--- src/rtl/pbutton_event_arbiter_pkg.sv ---
// Shared definitions for the push-button event arbiter.
// Contents: event type codes, event-word layout, ownership FSM states.
package pbutton_event_arbiter_pkg;

    localparam logic EVT_PUSH    = 1'b1;
    localparam logic EVT_RELEASE = 1'b0;

    typedef enum logic {
        OWN_IDLE  = 1'b0,
        OWN_OWNED = 1'b1
    } own_state_t;

    // Event word, LSB first: time[CNT_W-1:0], type, btn[IDW-1:0]
    function automatic int unsigned evt_type_bit(input int unsigned cnt_w);
        return cnt_w;
    endfunction

    function automatic int unsigned evt_btn_lsb(input int unsigned cnt_w);
        return cnt_w + 1;
    endfunction

    function automatic int unsigned evt_word_w(input int unsigned cnt_w,
                                               input int unsigned idw);
        return cnt_w + 1 + idw;
    endfunction

    function automatic int unsigned rr_offset(input int unsigned base,
                                              input int unsigned k,
                                              input int unsigned n);
        return (base + k) % n;
    endfunction

endpackage

--- src/rtl/pbutton_evt_fifo.sv ---
// Synchronous show-ahead FIFO with asynchronous reset; the head entry is always visible on o_data.
// A push is accepted when full as long as a pop happens on the same edge.
module pbutton_evt_fifo #(
    parameter int unsigned  WIDTH = 35,
    parameter int unsigned  DEPTH = 8,
    localparam int unsigned AW    = $clog2(DEPTH)
) (
    input  logic             i_clk,
    input  logic             i_rst,
    input  logic             i_push,
    input  logic             i_pop,
    input  logic [WIDTH-1:0] i_data,
    output logic [WIDTH-1:0] o_data,
    output logic             o_empty,
    output logic             o_full
);

    logic [WIDTH-1:0] r_mem [DEPTH];
    logic [AW:0]      r_wr_ptr;
    logic [AW:0]      r_rd_ptr;
    logic             w_do_pop;
    logic             w_do_push;

    assign o_empty   = (r_wr_ptr == r_rd_ptr);
    assign o_full    = (r_wr_ptr[AW-1:0] == r_rd_ptr[AW-1:0]) &&
                       (r_wr_ptr[AW] != r_rd_ptr[AW]);
    assign w_do_pop  = i_pop && !o_empty;
    assign w_do_push = i_push && (!o_full || w_do_pop);
    assign o_data    = r_mem[r_rd_ptr[AW-1:0]];

    always_ff @(posedge i_clk) begin
        if (w_do_push) begin
            r_mem[r_wr_ptr[AW-1:0]] <= i_data;
        end
    end

    always_ff @(posedge i_clk or posedge i_rst) begin
        if (i_rst) begin
            r_wr_ptr <= '0;
            r_rd_ptr <= '0;
        end else begin
            if (w_do_push) begin
                r_wr_ptr <= r_wr_ptr + (AW+1)'(1);
            end
            if (w_do_pop) begin
                r_rd_ptr <= r_rd_ptr + (AW+1)'(1);
            end
        end
    end

endmodule

--- src/rtl/pbutton_event_arbiter.sv ---
// Serialises debounced push/release pulses into one ordered event FIFO (round-robin arbitration)
// and hands a single shared hold counter to one pressed button at a time.
module pbutton_event_arbiter
    import pbutton_event_arbiter_pkg::*;
#(
    parameter int unsigned  NB_BTN     = 4,
    parameter int unsigned  FIFO_DEPTH = 8,
    parameter int unsigned  CNT_W      = 32,
    localparam int unsigned IDW        = $clog2(NB_BTN)
) (
    input  logic              CLOCK_50,
    input  logic              RESET,
    input  logic [NB_BTN-1:0] btn_active,
    input  logic [NB_BTN-1:0] btn_pushed,
    input  logic [NB_BTN-1:0] btn_released,
    output logic              evt_valid,
    input  logic              evt_ready,
    output logic [IDW-1:0]    evt_btn,
    output logic              evt_type,
    output logic [CNT_W-1:0]  evt_time,
    output logic              owner_valid,
    output logic [IDW-1:0]    owner_id,
    output logic [CNT_W-1:0]  active_cnt,
    output logic              overflow,
    input  logic              clr_overflow
);

    localparam int unsigned      TYPE_BIT = evt_type_bit(CNT_W);
    localparam int unsigned      BTN_LSB  = evt_btn_lsb(CNT_W);
    localparam int unsigned      EVT_W    = evt_word_w(CNT_W, IDW);
    localparam logic [CNT_W-1:0] CNT_MAX  = '1;

    logic [NB_BTN-1:0] r_push_pend;
    logic [NB_BTN-1:0] r_rel_pend;
    logic [CNT_W-1:0]  r_timer    [NB_BTN];
    logic [CNT_W-1:0]  r_rel_time [NB_BTN];
    logic [IDW-1:0]    r_rr_ptr;
    logic              r_overflow;
    own_state_t        r_own_state;
    own_state_t        w_own_next;
    logic [IDW-1:0]    r_owner_id;
    logic [CNT_W-1:0]  r_active_cnt;

    logic [NB_BTN-1:0] w_any_pend;
    logic [NB_BTN-1:0] w_clr_push;
    logic [NB_BTN-1:0] w_clr_rel;
    logic              w_gnt_found;
    logic [IDW-1:0]    w_gnt_idx;
    logic              w_gnt_is_push;
    logic              w_gnt_type;
    logic [CNT_W-1:0]  w_gnt_time;
    logic              w_grant;
    logic              w_pop;
    logic              w_fifo_empty;
    logic              w_fifo_full;
    logic [EVT_W-1:0]  w_evt_wdata;
    logic [EVT_W-1:0]  w_head;
    logic              w_ovf_set;
    logic              w_low_found;
    logic [IDW-1:0]    w_low_idx;
    logic              w_own_take;
    logic              w_own_inc;

    // ---------------- round-robin arbiter ----------------
    assign w_any_pend = r_push_pend | r_rel_pend;

    always_comb begin
        w_gnt_found = 1'b0;
        w_gnt_idx   = '0;
        for (int unsigned k = 0; k < NB_BTN; k++) begin
            if (!w_gnt_found && w_any_pend[IDW'(rr_offset(32'(r_rr_ptr), k, NB_BTN))]) begin
                w_gnt_found = 1'b1;
                w_gnt_idx   = IDW'(rr_offset(32'(r_rr_ptr), k, NB_BTN));
            end
        end
    end

    // A pop frees a slot on the same edge, so a full FIFO can still take a grant.
    assign w_pop         = !w_fifo_empty && evt_ready;
    assign w_grant       = w_gnt_found && (!w_fifo_full || w_pop);
    assign w_gnt_is_push = r_push_pend[w_gnt_idx];
    assign w_gnt_type    = w_gnt_is_push ? EVT_PUSH : EVT_RELEASE;
    assign w_gnt_time    = w_gnt_is_push ? '0 : r_rel_time[w_gnt_idx];
    assign w_evt_wdata   = {w_gnt_idx, w_gnt_type, w_gnt_time};

    always_comb begin
        w_clr_push = '0;
        w_clr_rel  = '0;
        if (w_grant) begin
            if (w_gnt_is_push) begin
                w_clr_push[w_gnt_idx] = 1'b1;
            end else begin
                w_clr_rel[w_gnt_idx] = 1'b1;
            end
        end
    end

    // A pulse only drops when its bit is set and not being granted this edge.
    assign w_ovf_set = |((btn_pushed & r_push_pend & ~w_clr_push) |
                         (btn_released & r_rel_pend & ~w_clr_rel));

    always_ff @(posedge CLOCK_50 or posedge RESET) begin
        if (RESET) begin
            r_push_pend <= '0;
            r_rel_pend  <= '0;
            for (int unsigned i = 0; i < NB_BTN; i++) begin
                r_timer[i]    <= '0;
                r_rel_time[i] <= '0;
            end
        end else begin
            for (int unsigned i = 0; i < NB_BTN; i++) begin
                if (btn_pushed[i]) begin
                    r_push_pend[i] <= 1'b1;
                end else if (w_clr_push[i]) begin
                    r_push_pend[i] <= 1'b0;
                end
                if (btn_released[i]) begin
                    r_rel_pend[i] <= 1'b1;
                end else if (w_clr_rel[i]) begin
                    r_rel_pend[i] <= 1'b0;
                end
                if (btn_released[i] && (!r_rel_pend[i] || w_clr_rel[i])) begin
                    r_rel_time[i] <= r_timer[i];
                end
                if (btn_pushed[i]) begin
                    r_timer[i] <= '0;
                end else if (btn_active[i] && (r_timer[i] != CNT_MAX)) begin
                    r_timer[i] <= r_timer[i] + CNT_W'(1);
                end
            end
        end
    end

    always_ff @(posedge CLOCK_50 or posedge RESET) begin
        if (RESET) begin
            r_rr_ptr   <= '0;
            r_overflow <= 1'b0;
        end else begin
            if (w_grant) begin
                r_rr_ptr <= (w_gnt_idx == IDW'(NB_BTN - 1)) ? '0 : w_gnt_idx + IDW'(1);
            end
            if (w_ovf_set) begin
                r_overflow <= 1'b1;
            end else if (clr_overflow) begin
                r_overflow <= 1'b0;
            end
        end
    end

    pbutton_evt_fifo #(
        .WIDTH (EVT_W),
        .DEPTH (FIFO_DEPTH)
    ) u_fifo (
        .i_clk   (CLOCK_50),
        .i_rst   (RESET),
        .i_push  (w_grant),
        .i_pop   (w_pop),
        .i_data  (w_evt_wdata),
        .o_data  (w_head),
        .o_empty (w_fifo_empty),
        .o_full  (w_fifo_full)
    );

    // ---------------- shared counter ownership ----------------
    always_comb begin
        w_low_found = 1'b0;
        w_low_idx   = '0;
        for (int unsigned i = NB_BTN; i > 0; i--) begin
            if (btn_active[i-1]) begin
                w_low_found = 1'b1;
                w_low_idx   = IDW'(i - 1);
            end
        end
    end

    always_ff @(posedge CLOCK_50 or posedge RESET) begin
        if (RESET) begin
            r_own_state <= OWN_IDLE;
        end else begin
            r_own_state <= w_own_next;
        end
    end

    always_comb begin
        w_own_next = r_own_state;
        w_own_take = 1'b0;
        w_own_inc  = 1'b0;
        case (r_own_state)
            OWN_IDLE: begin
                if (w_low_found) begin
                    w_own_next = OWN_OWNED;
                    w_own_take = 1'b1;
                end
            end
            OWN_OWNED: begin
                if (btn_active[r_owner_id]) begin
                    w_own_inc = 1'b1;
                end else begin
                    w_own_next = OWN_IDLE;
                end
            end
            default: w_own_next = OWN_IDLE;
        endcase
    end

    always_ff @(posedge CLOCK_50 or posedge RESET) begin
        if (RESET) begin
            r_owner_id   <= '0;
            r_active_cnt <= '0;
        end else if (w_own_take) begin
            r_owner_id   <= w_low_idx;
            r_active_cnt <= '0;
        end else if (w_own_inc && (r_active_cnt != CNT_MAX)) begin
            r_active_cnt <= r_active_cnt + CNT_W'(1);
        end
    end

    // ---------------- outputs ----------------
    assign evt_valid   = !w_fifo_empty;
    assign evt_btn     = w_fifo_empty ? '0 : w_head[BTN_LSB +: IDW];
    assign evt_type    = !w_fifo_empty && w_head[TYPE_BIT];
    assign evt_time    = w_fifo_empty ? '0 : w_head[CNT_W-1:0];
    assign owner_valid = (r_own_state == OWN_OWNED);
    assign owner_id    = r_owner_id;
    assign active_cnt  = r_active_cnt;
    assign overflow    = r_overflow;

endmodule

--- config.mk ---
export PLATFORM = sky130hd
export DESIGN_NAME = pbutton_event_arbiter
export DESIGN_NICKNAME = d
export VERILOG_FILES = /design/src/rtl/pbutton_event_arbiter_pkg.sv /design/src/rtl/pbutton_evt_fifo.sv /design/src/rtl/pbutton_event_arbiter.sv
export SDC_FILE = /design/constraint.sdc
export NUM_CORES = 1
export LEC_CHECK = 0
export ABC_AREA = 1
export BUFFER_PORTS_ARGS = -buffer_cell sky130_fd_sc_hd__buf_2
export CAP_MARGIN = 0
export CORE_UTILIZATION = 45
export CTS_CLUSTER_SIZE = 30
export DETAILED_ROUTE_END_ITERATION = 8
export GPL_ROUTABILITY_DRIVEN = 0
export GPL_TIMING_DRIVEN = 0
export SYNTH_ARGS = -nofsm -noshare
export SYNTH_HDL_FRONTEND = slang
export SYNTH_SLANG_ARGS = --single-unit
--- constraint.sdc ---
create_clock -name CLOCK_50 -period 23.5 [get_ports CLOCK_50]
set_input_delay 1.175 -clock CLOCK_50 [delete_from_list [all_inputs] [get_ports CLOCK_50]]
set_output_delay 1.175 -clock CLOCK_50 [all_outputs]
set_load 0.01 [all_outputs]
Yosys cells after proc, flatten, opt, wreduce, memory -nomap -nowiden
Memories as Yosys holds them, arrays and structs flattened.
Index checks and enable logic that the tools add are counted.
{"block": "word_totals", "wordCells": 188, "ram_bits": 280, "regBits": 310, "output_inout_bits": 72, "in_bits": 16, "latchBits": 0, "mem_count": 1, "romBits": 0}
{"memory": "u_fifo.r_mem", "words": 8, "width": 35, "read_ports": 1, "rd_clocked_by_memory_dff": 0, "wr": 1, "line": "pbutton_evt_fifo.sv:18", "source": "logic [WIDTH-1:0] r_mem [DEPTH];"}
{"block": "op_classes", "mux": 77, "n_shift": 0, "multipliers": 0, "n_reduce_logical": 49, "add_sub_neg": 11, "bitwise_logic": 10, "n_eq_ne": 9, "magnitude_cmp": 8, "n_div": 0}
{"op": "2-to-1 mux 32 bit", "n": 14}
{"op": "adder 32 x 1 -> 32 bit, second input constant", "n": 5}
{"op": "!= test 32 bit, second input constant", "n": 5}
{"op": "binary-select mux 32 bit (select 2 bit)", "n": 1}
{"op": "2-to-1 mux 1 bit", "n": 40}
{"op": "nonzero test 2 bit", "n": 14}
{"op": "2-to-1 mux 2 bit", "n": 10}
{"op": "logical AND 1 bit", "n": 19}
{"op": "< comparator 2 x 3 -> 1 bit, second input constant", "n": 6}
{"op": "bitwise AND 4 bit", "n": 4}
{"op": "2-to-1 mux 4 bit", "n": 4}
{"op": "binary-select mux 1 bit (select 2 bit)", "n": 6}
{"op": "zero test 1 bit", "n": 9}
{"op": "adder 4 x 1 -> 4 bit, second input constant", "n": 2}
{"op": "inverter 4 bit", "n": 2}
{"op": "bitwise OR 4 bit", "n": 2}
{"op": "logical OR 1 bit", "n": 6}
{"op": "adder 2 x 1 -> 2 bit, second input constant", "n": 2}
{"op": "adder 2 bit, second input constant", "n": 2}
{"op": "== test 4 bit", "n": 1}
{"op": "OR reduction 4 bit", "n": 1}
{"op": "== test 3 bit", "n": 1}
{"op": "greater-or-equal comparator 3 bit, second input constant", "n": 1}
{"op": "inverter 2 -> 3 bit", "n": 1}
{"op": "6 further kinds", "n": 6}

Logic depth before layout (Yosys ltp)
Gate-level depths: netlist of the first run.
{"block": "logic_depth", "depth_word": 24, "mapped_depth": 19, "ltp_nobuf": 17}

By module
From an unflattened synthesis of the first run, not the netlist that was laid out.
{"block": "hier_totals", "hier_cells": 3170, "hier_area_um2": 28005.6}
{"module": "pbutton_event_arbiter", "seq_area_each_um2": 7557.2, "cells_each": 2299, "n_inst": 1, "area_per_inst_um2": 16693.5}
{"module": "pbutton_evt_fifo", "seq_area_each_um2": 8608.3, "cells_each": 871, "n_inst": 1, "area_per_inst_um2": 11312.1}

Least setup slack after synthesis of the first run
Ideal clock, no wire load.
{"block": "synth_path", "path_type": "input port to flip-flop", "start": "input port evt_ready", "end": "memory u_fifo.r_mem[0][0] (enable)", "t_required_ns": 23.073, "setup_ns": 0.427, "setup_slack_ns": 19.873, "path_stages": 5, "arrival_ns": 3.200, "n_path_buf": 0, "cell_sequence": "inv_1 nand3_1 nand2_2 or2_2 nor2_1"}
{"block": "synth_between", "elab_chain_len": 6, "elab_cells_between_ends": 8, "classes_between": "mux (2); reduce/logical (6)"}
{"element": "start, declared", "line": "pbutton_event_arbiter.sv:17", "source": "input logic evt_ready,"}
{"element": "logical AND 1 bit (*)", "line": "pbutton_event_arbiter.sv:79", "source": "assign w_pop = !w_fifo_empty && evt_ready;"}
{"element": "logical OR 1 bit / logical AND 1 bit (equally long branches)", "line": "pbutton_event_arbiter.sv:80, pbutton_evt_fifo.sv:27"}
{"element": "logical AND 1 bit / logical OR 1 bit (equally long branches)", "line": "pbutton_event_arbiter.sv:80, pbutton_evt_fifo.sv:28"}
{"element": "logical AND 1 bit (*)", "line": "pbutton_evt_fifo.sv:28", "source": "assign w_do_push = i_push && (!o_full || w_do_pop);"}
{"element": "2-to-1 mux 1 bit (*)", "line": "pbutton_evt_fifo.sv:32", "source": "if (w_do_push) begin"}
{"element": "2-to-1 mux 1 bit (not written as such) (*)", "line": "pbutton_evt_fifo.sv:33", "source": "r_mem[r_wr_ptr[AW-1:0]] <= i_data;"}
{"element": "end, declared", "line": "pbutton_evt_fifo.sv:18"}
Mark *: on every way between the ends. The rest lies on a longest branch, timed or not.

Worst setup path in the final report of the first run
{"block": "layout_path", "start": "register u_fifo.r_rd_ptr[0]", "end": "output port evt_time[4]"}
{"block": "layout_between", "elab_chain_len": 2, "elab_cells_between_ends": 3, "classes_between": "eq/ne (1); mux (1); memory (1)"}
{"element": "start, declared", "line": "pbutton_evt_fifo.sv:20", "source": "logic [AW:0] r_rd_ptr;"}
{"element": "start signal, assigned", "line": "pbutton_evt_fifo.sv:46", "source": "r_rd_ptr <= r_rd_ptr + (AW+1)'(1);"}
{"element": "memory (8 x 35 bit) / == test 4 bit (equally long branches)"}
{"element": "2-to-1 mux 32 bit (*)", "line": "pbutton_event_arbiter.sv:222", "source": "assign evt_time = w_fifo_empty ? '0 : w_head[CNT_W-1:0];"}
{"element": "end, declared", "line": "pbutton_event_arbiter.sv:20", "source": "output logic [CNT_W-1:0] evt_time,"}
Marked as above.

==> results.py, run 1 <==
metrics = {
    "pwr": {
        "p_leak_nw": 12.98,
        "p_sw_share_pct": 37.41,
        "peakVddDrop_v": 0.00005566,
        "power.internal_mw": 2.344,
        "combPwrFrac_pct": 33.4,
        "pwr-share-clk_pct": 28.2,
        "cellPowerDensity_nw_per_um2": 118.4,
        "p_seq_share_pct": 38.4,
        "power.switching_mw": 1.401,
    },
    "critical_path": {
        "critPathLaunch": "u_fifo.r_rd_ptr[0]$_DFFE_PP0P_",
        "cpPeakStageDelay_ns": 0.50,
        "critPathMaxFanout": 10,
        "path_class": "reg -> out",
        "critPathCaptureType": "primary output",
        "crit_family": "buffers and inverters",
        "cp.required_ns": 22.33,
        "cp_num_buf_inv": 5,
        "critPathLaunchType": "flip-flop",
        "cp.arrival_ns": 3.24,
        "reg2reg_from": "r_rel_pend[3]$_DFFE_PP0P_",
        "slowest_stage": "clkbuf_1",
        "path_cells": "buf_2 > inv_1 > clkbuf_1 > clkbuf_1 > o21ai_0 > o22ai_1 > o21ai_0 > a31oi_1 > buf_2",
    },
    "clocking": {
        "clkTransAtPathRegs_ns": 0.06,
        "clk_latency_ns": 0.61,
        "numClockSinks": 590,
        "post_cts_buffers": 0,
        "holdBufCountCts": 0,
        "cts_buffers": 67,
        "cts_tree": "built",
        "clock_path_buffers": 3,
        "cts_htree_levels": 3,
        "clockRootBuffer": "clkbuf_16",
        "cts_resized": 0,
    },
    "worst_hold_path": {
        "hold_path.class": "reg -> reg",
        "holdCritStartpoint": "r_rel_time[93]$_DFFE_PP0P_",
    },
    "drt": {
        "dr_total_vias": 22460,
        "drc_errors": 0,
        "wire_per_inst_um": 19.26,
        "drtAntennaViolNets": 0,
        "wl_um": 78230,
        "via_per_inst": 5.530,
        "drt-initial-drc-count": 1974,
        "drt_pre_antenna_iters": 5,
    },
    "global_routing": {
        "grt_overflow": 0,
        "grt_pass1_vias": 21700,
        "grtUsageTotal_pct": 25.13,
        "grt_antenna_before_repair": 1,
        "grt_max_degree": 112,
        "grt_pass1_wl_um": 122900,
    },
    "yosys": {
        "seq_area_frac_synth_pct": 58.38,
        "yosys-top-cells-count": "nand2_1, nor2_1, dfrtp_1",
        "synth_area_leaders": "edfxtp_1, dfrtp_1, nand2_1",
        "synth_nets": 3087,
        "synthArstFlopShare_pct": 52.54,
        "syn_area_um2": 27690,
        "syn_area_per_cell_um2": 9.039,
        "ys_seq_elements": 590,
        "synth_edf_count": 280,
        "synth_top_area_share_pct": 30.37,
        "synthCells": 3063,
        "synth_flop_cell": "dfrtp_1",
        "ys_warn_count": 0,
        "yosysTopAreaCell": "edfxtp_1",
        "yosysMostFrequentCell": "nand2_1",
        "ys_types": 48,
    },
    "floorplan": {
        "start_util_pct": 45.70,
        "fp-row-count": 90,
        "die-area_um2": 62530,
        "io_pins": 88,
        "core_um2": 60580,
        "die_w_um": 250.1,
        "die_h_um": 250.1,
    },
    "layout": {
        "diodes": 0,
        "final_cell_area_um2": 31640,
        "area_growth_pct": 14.28,
        "utilization_pct": 52.23,
        "nets": 3249,
        "drive_gt1_share_pct": 9.851,
        "nFillCells": 5548,
    },
    "timing": {
        "fin_skew_ns": 0.02981,
        "rsz0062_at_grt": "no",
        "worst_slew_pin_slew_ns": 0.8817,
        "setup_viol_count_final": 0,
        "period_needed_ns": 4.419,
        "final.setup.tns_ns": 0,
        "slew_headroom_pct": 41.22,
        "hold_violations": 0,
        "max_freq_ghz": 0.2263,
        "slew_violations": 0,
        "final.period_utilization_pct": 18.81,
    },
    "flow_run": {
        "maxCapViolCount": 0,
    },
    "status": {
        "status": "finished, final reports clean",
    },
    "place": {
        "dpl_cell_area_um2": 29390,
        "hpwl_um": 56420,
        "port_buffers": 83,
    },
}
==> final timing paths <==
kind | end | slack, ns | depth (start not counted)
setup / recovery | evt_time[4] | 19.08 | 9
hold / removal | r_rel_time[93]$_DFFE_PP0P_ | 0.48 | 2
setup reg to reg | u_fifo.r_mem[7][23]$_DFFE_PP_ | 20.12 | 13
hold reg to reg | r_rel_time[93]$_DFFE_PP0P_ | 0.48 | 2
max in group asynchronous | u_fifo.r_rd_ptr[3]$_DFFE_PP0P_ | 21.74 | 3
min in group asynchronous | r_timer[9]$_DFFE_PP0P_ | 0.74 | 2
==> power by group through the flow <==
| stage | clock network, mW | logic, mW | registers (mW) |
|---|---|---|---|
| 3_3_place_gp | 0 | 1.19 | 1.47 |
| 4_1_cts | 1.07 | 1.26 | 1.44 |
| 6_report | 1.05 | 1.25 | 1.44 |
| 2_1_floorplan | 0 | 0.784 | 1.43 |
| 5_1_grt | 1.11 | 1.38 | 1.46 |
| 3_5_place_dp | 0 | 1.26 | 1.46 |
==> through the flow <==
step / total power, mW / setup slack [ns] / cells / hold slack, ns
after floorplan: 2.213 / 13.75 / 3063 / 0.4422
after global placement: 2.653 / 10.33 / 3928 / 0.4556
after detailed placement: 2.713 / 19.76 / 3938 / 0.4596
after CTS: 3.770 / 19.11 / 4061 / 0.4744
after global routing: 3.954 / 18.88 / 4061 / 0.4919
final: 3.745 / 19.08 / 4061 / 0.4761
==> placed cells by master, fill, tap and decap left out, types with 20 or more instances in the layout <==
| master | instances |
|---|---|
| nor2_1 | 403 |
| a21oi_1 | 106 |
| nand3_1 | 147 |
| nand2_1 | 684 |
| o21ai_0 | 306 |
| nand4_1 | 49 |
| edfxtp_1 | 280 |
| a22oi_1 | 25 |
| o22ai_1 | 36 |
| inv_1 | 246 |
| nor4_1 | 33 |
| o21ai_2 | 29 |
| dfrtp_1 | 310 |
| a31oi_1 | 43 |
| clkbuf_16 | 70 |
| clkbuf_1 | 106 |
| o21ai_1 | 20 |
| nand2_2 | 27 |
| xor2_1 | 26 |
| nor3_1 | 63 |
| buf_2 | 98 |
==> registers in the layout, summed over array words and instances, names as in the netlist <==
name	flops
r_rr_ptr	2
overflow	1
owner_valid	1
u_fifo.r_wr_ptr	4
owner_id	2
u_fifo.r_mem	280
r_push_pend	4
r_rel_time	128
r_timer	128
active_cnt	32
u_fifo.r_rd_ptr	4
r_rel_pend	4
==> cells by family (layout without fill, tap and decap cells) <==
group | count (synthesis) | in the layout | share of synthesized area (%)
buf+inv | 385 | 601 | 5.775
flops | 590 | 590 | 58.38
compound gates | 601 | 601 | 12.20
simple gates | 1448 | 1448 | 22.30
xor+xnor | 31 | 31 | 0.9806
fa+ha+maj | 8 | 8 | 0.3615
==> area by class of cell <==
type | count | area (um2) | share of cell area (%)
clock inverters | 22 | 219.0 | 0.6920
well taps | 782 | 978.4 | 3.092
multi-input cells | 2088 | 9983 | 31.55
inverters | 255 | 968.4 | 3.061
clock buffers | 101 | 2028 | 6.410
flip-flops and latches | 590 | 16170 | 51.09
repair buffers | 93 | 660.6 | 2.088
plain buffers | 130 | 638.1 | 2.017
==> metal layers <==
metal	vias to the layer above	wire length (um)	GRT usage, %	share of wire [%]
li1	10730	-	-	-
met1	10870	34730	34.64	44
met2	727	37220	41.08	48
met3	124	4203	3.211	5.4
met4	2	2062	8.536	2.6
met5	-	13	0	0.017
==> tightest hold or removal path, cell delays in order (launching register included) <==
cell and delay (ns):
dfrtp_1 0.34, nand2_1 0.06, nand2_1 0.05
No activity file was read; power rests on OpenSTA's default activity.
==> run 2, diff against run 1 <==
ABC_AREA = 0   (was 1)
clock period = 4 ns   (was 23.5 ns; I/O delays follow)
==> run 2 against run 1 <==
Effect of this change: global-route usage is 3.7 points lower; worst hold slack worse by 0.44 ns; first-iteration DRC count is 49% lower; area after synthesis is 3.1% lower; clock skew rose by 0.035 ns; wire length shrank 18%; sequential cell count unchanged.
==> results.py, run 2 <==
metrics = {
    "timing": {
        "hold_violations": 0,
        "max_freq_ghz": 0.2686,
        "final.setup.tns_ns": 0,
        "setup_viol_count_final": 0,
        "worst_slew_pin_slew_ns": 1.371,
        "fin_skew_ns": 0.06466,
        "period_needed_ns": 3.723,
        "final.period_utilization_pct": 93.07,
        "slew_violations": 0,
        "slew_headroom_pct": 8.022,
        "rsz0062_at_grt": "no",
    },
    "yosys": {
        "yosysTopAreaCell": "edfxtp_1",
        "synthCells": 2036,
        "synth_nets": 2060,
        "synth_top_area_share_pct": 31.35,
        "yosys-top-cells-count": "dfrtp_1, edfxtp_1, nor2_1",
        "yosysMostFrequentCell": "dfrtp_1",
        "syn_area_um2": 26820,
        "synth_edf_count": 280,
        "seq_area_frac_synth_pct": 60.28,
        "synth_flop_cell": "dfrtp_1",
        "ys_seq_elements": 590,
        "synth_area_leaders": "edfxtp_1, dfrtp_1, mux4_2",
        "syn_area_per_cell_um2": 13.17,
        "synthArstFlopShare_pct": 52.54,
        "ys_types": 75,
        "ys_warn_count": 0,
    },
    "critical_path": {
        "cp.required_ns": 4.27,
        "critPathLaunch": "r_push_pend[2]$_DFFE_PP0P_",
        "critPathMaxFanout": 10,
        "crit_end": "u_fifo.r_mem[1][18]$_DFFE_PP_",
        "r2r_end": "u_fifo.r_mem[1][18]$_DFFE_PP_",
        "reg2reg_depth": 10,
        "regToRegSetupSlack_ns": 0.28,
        "path_class": "reg -> reg",
        "critPathCaptureType": "flip-flop",
        "critPathLaunchType": "flip-flop",
        "reg2reg_from": "r_push_pend[2]$_DFFE_PP0P_",
        "cp.arrival_ns": 3.99,
    },
    "pwr": {
        "pwr-share-clk_pct": 26.7,
        "p_sw_share_pct": 33.13,
        "cellPowerDensity_nw_per_um2": 674.0,
        "power.switching_mw": 6.900,
        "p_seq_share_pct": 40.5,
        "power.internal_mw": 13.93,
        "peakVddDrop_v": 0.0004570,
        "combPwrFrac_pct": 32.8,
        "p_leak_nw": 12.19,
    },
    "floorplan": {
        "io_pins": 88,
        "die_h_um": 246.1,
        "start_util_pct": 45.53,
        "fp-row-count": 89,
        "die_w_um": 246.1,
        "die-area_um2": 60580,
        "core_um2": 58910,
    },
    "clocking": {
        "clkTransAtPathRegs_ns": 0.06,
        "cts_htree_levels": 2,
        "numClockSinks": 590,
        "holdBufCountCts": 9,
        "clk_latency_ns": 0.66,
        "clock_path_buffers": 3,
        "cts_buffers": 60,
        "cts_resized": 0,
        "clockRootBuffer": "clkbuf_16",
        "cts_tree": "built",
        "post_cts_buffers": 0,
    },
    "worst_hold_path": {
        "hold_path.class": "in -> reg",
        "holdCritStartpoint": "btn_pushed[0]",
    },
    "layout": {
        "nets": 2258,
        "area_growth_pct": 15.21,
        "layout_commonest_cell": "dfrtp_1",
        "diodes": 0,
        "utilization_pct": 52.45,
        "final_cell_mix": "dfrtp_1, edfxtp_1, nor2_1",
        "regArea_um2": 16170,
        "largest_reg_flops": 280,
        "multi_input_area_um2": 10030,
        "drive_gt1_share_pct": 20.73,
        "nFillCells": 4999,
    },
    "global_routing": {
        "grt_pass1_vias": 16950,
        "grt_overflow": 0,
        "grtUsageTotal_pct": 21.41,
        "grt_antenna_before_repair": 0,
        "grt_max_degree": 41,
        "grt_pass1_wl_um": 99610,
    },
    "drt": {
        "drc_errors": 0,
        "wire_per_inst_um": 20.93,
        "dr_total_vias": 17100,
        "drt_pre_antenna_iters": 5,
        "drtAntennaViolNets": 0,
        "via_per_inst": 5.590,
        "wl_um": 64020,
        "drt-initial-drc-count": 1000,
    },
    "place": {
        "hpwl_um": 46710,
        "port_buffers": 83,
    },
    "status": {
        "status": "finished, final reports clean",
    },
    "flow_run": {
        "maxCapViolCount": 0,
    },
}
==> run 2: changes by cell type in the layout (fill, tap and decap cells not counted), sizes merged, moves of 40 or more <==
| cell | previous run | this run |
|---|---|---|
| nor2 | 414 | 210 |
| mux4 | 0 | 71 |
| mux2 | 0 | 133 |
| nand3 | 153 | 64 |
| buf | 132 | 172 |
| xnor2 | 5 | 56 |
| a21oi | 106 | 54 |
| o21ai | 355 | 45 |
| mux2i | 0 | 72 |
| nand2 | 717 | 134 |
| inv | 255 | 36 |
==> run 2: kinds of logic (layout without fill, tap and decap cells) <==
group / after synthesis / in the layout / synth area share (%)
XOR/XNOR: 108 / 108 / 3.527
buffers and inverters: 158 / 408 / 2.543
flip-flops: 590 / 590 / 60.28
AO/OA/AOI/OAI: 239 / 239 / 6.107
adder cells (fa/ha/maj): 8 / 8 / 0.3732
multiplexers: 276 / 276 / 15.07
AND/OR/NAND/NOR: 657 / 657 / 12.10
==> run 2: layout make-up <==
| class | count | share of cell area, % |
|---|---|---|
| repair buffers | 136 | 3.353 |
| flip-flops and latches | 590 | 52.32 |
| clock buffers | 91 | 5.722 |
| well taps | 773 | 3.130 |
| multi-input cells | 1288 | 32.46 |
| inverters | 37 | 0.4616 |
| plain buffers | 121 | 1.757 |
| clock inverters | 23 | 0.8018 |
==> run 2: layer usage <==
layer / global-route usage [%] / share of wire (%)
met5: 0 / 0
met3: 3.203 / 4.4
met2: 35.56 / 49
met1: 29.00 / 45
met4: 6.449 / 2.5
==> run 2: stage by stage <==
stage	total power, mW	worst slack (ns)	area, um2	hold slack, ns	cells
finish	20.83	0.2772	30900	0.03149	3059
global route	21.82	0.1196	30900	0.04703	3059
CTS	21.03	0.2886	30880	0.008786	3057
detailed placement	15.42	0.2688	28770	0.3224	2934
global placement	15.03	-5.323	28210	0.4748	2892
floorplan	12.92	-1.390	26830	0.3029	2036
==> run 2: critical path, cell delays in order, from the launching register on <==
cell      delay [ns]
dfrtp_1         0.36
clkbuf_2        0.18
o21ba_2         0.25
a311oi_2        0.34
or2_1           0.15
buf_2           0.18
buf_2           0.28
buf_4           0.23
mux2_2          0.20
nor2_1          0.09
a211oi_1        1.09
==> run 2: worst min-delay path by stage <==
stage                                            end  slack (ns)  depth (start not counted)
after global placement    r_rel_time[47]$_DFFE_PP0P_        0.47                          1
after detailed placement    r_timer[121]$_DFFE_PP0P_        0.32                          2
after floorplan            r_rel_pend[1]$_DFFE_PP0P_        0.30                          1
after CTS                 r_push_pend[0]$_DFFE_PP0P_       0.009                          2
final                     r_push_pend[0]$_DFFE_PP0P_        0.03                          2
after global routing      r_push_pend[0]$_DFFE_PP0P_        0.05                          2
==> run 2: power by group through the flow <==
| stage | logic [mW] | registers (mW) | clock network, mW |
|---|---|---|---|
| after global routing | 7.34 | 8.53 | 5.95 |
| final | 6.82 | 8.43 | 5.57 |
| after detailed placement | 6.87 | 8.55 | 0 |
| after floorplan | 4.43 | 8.49 | 0 |
| after CTS | 6.89 | 8.44 | 5.70 |
| after global placement | 6.39 | 8.64 | 0 |
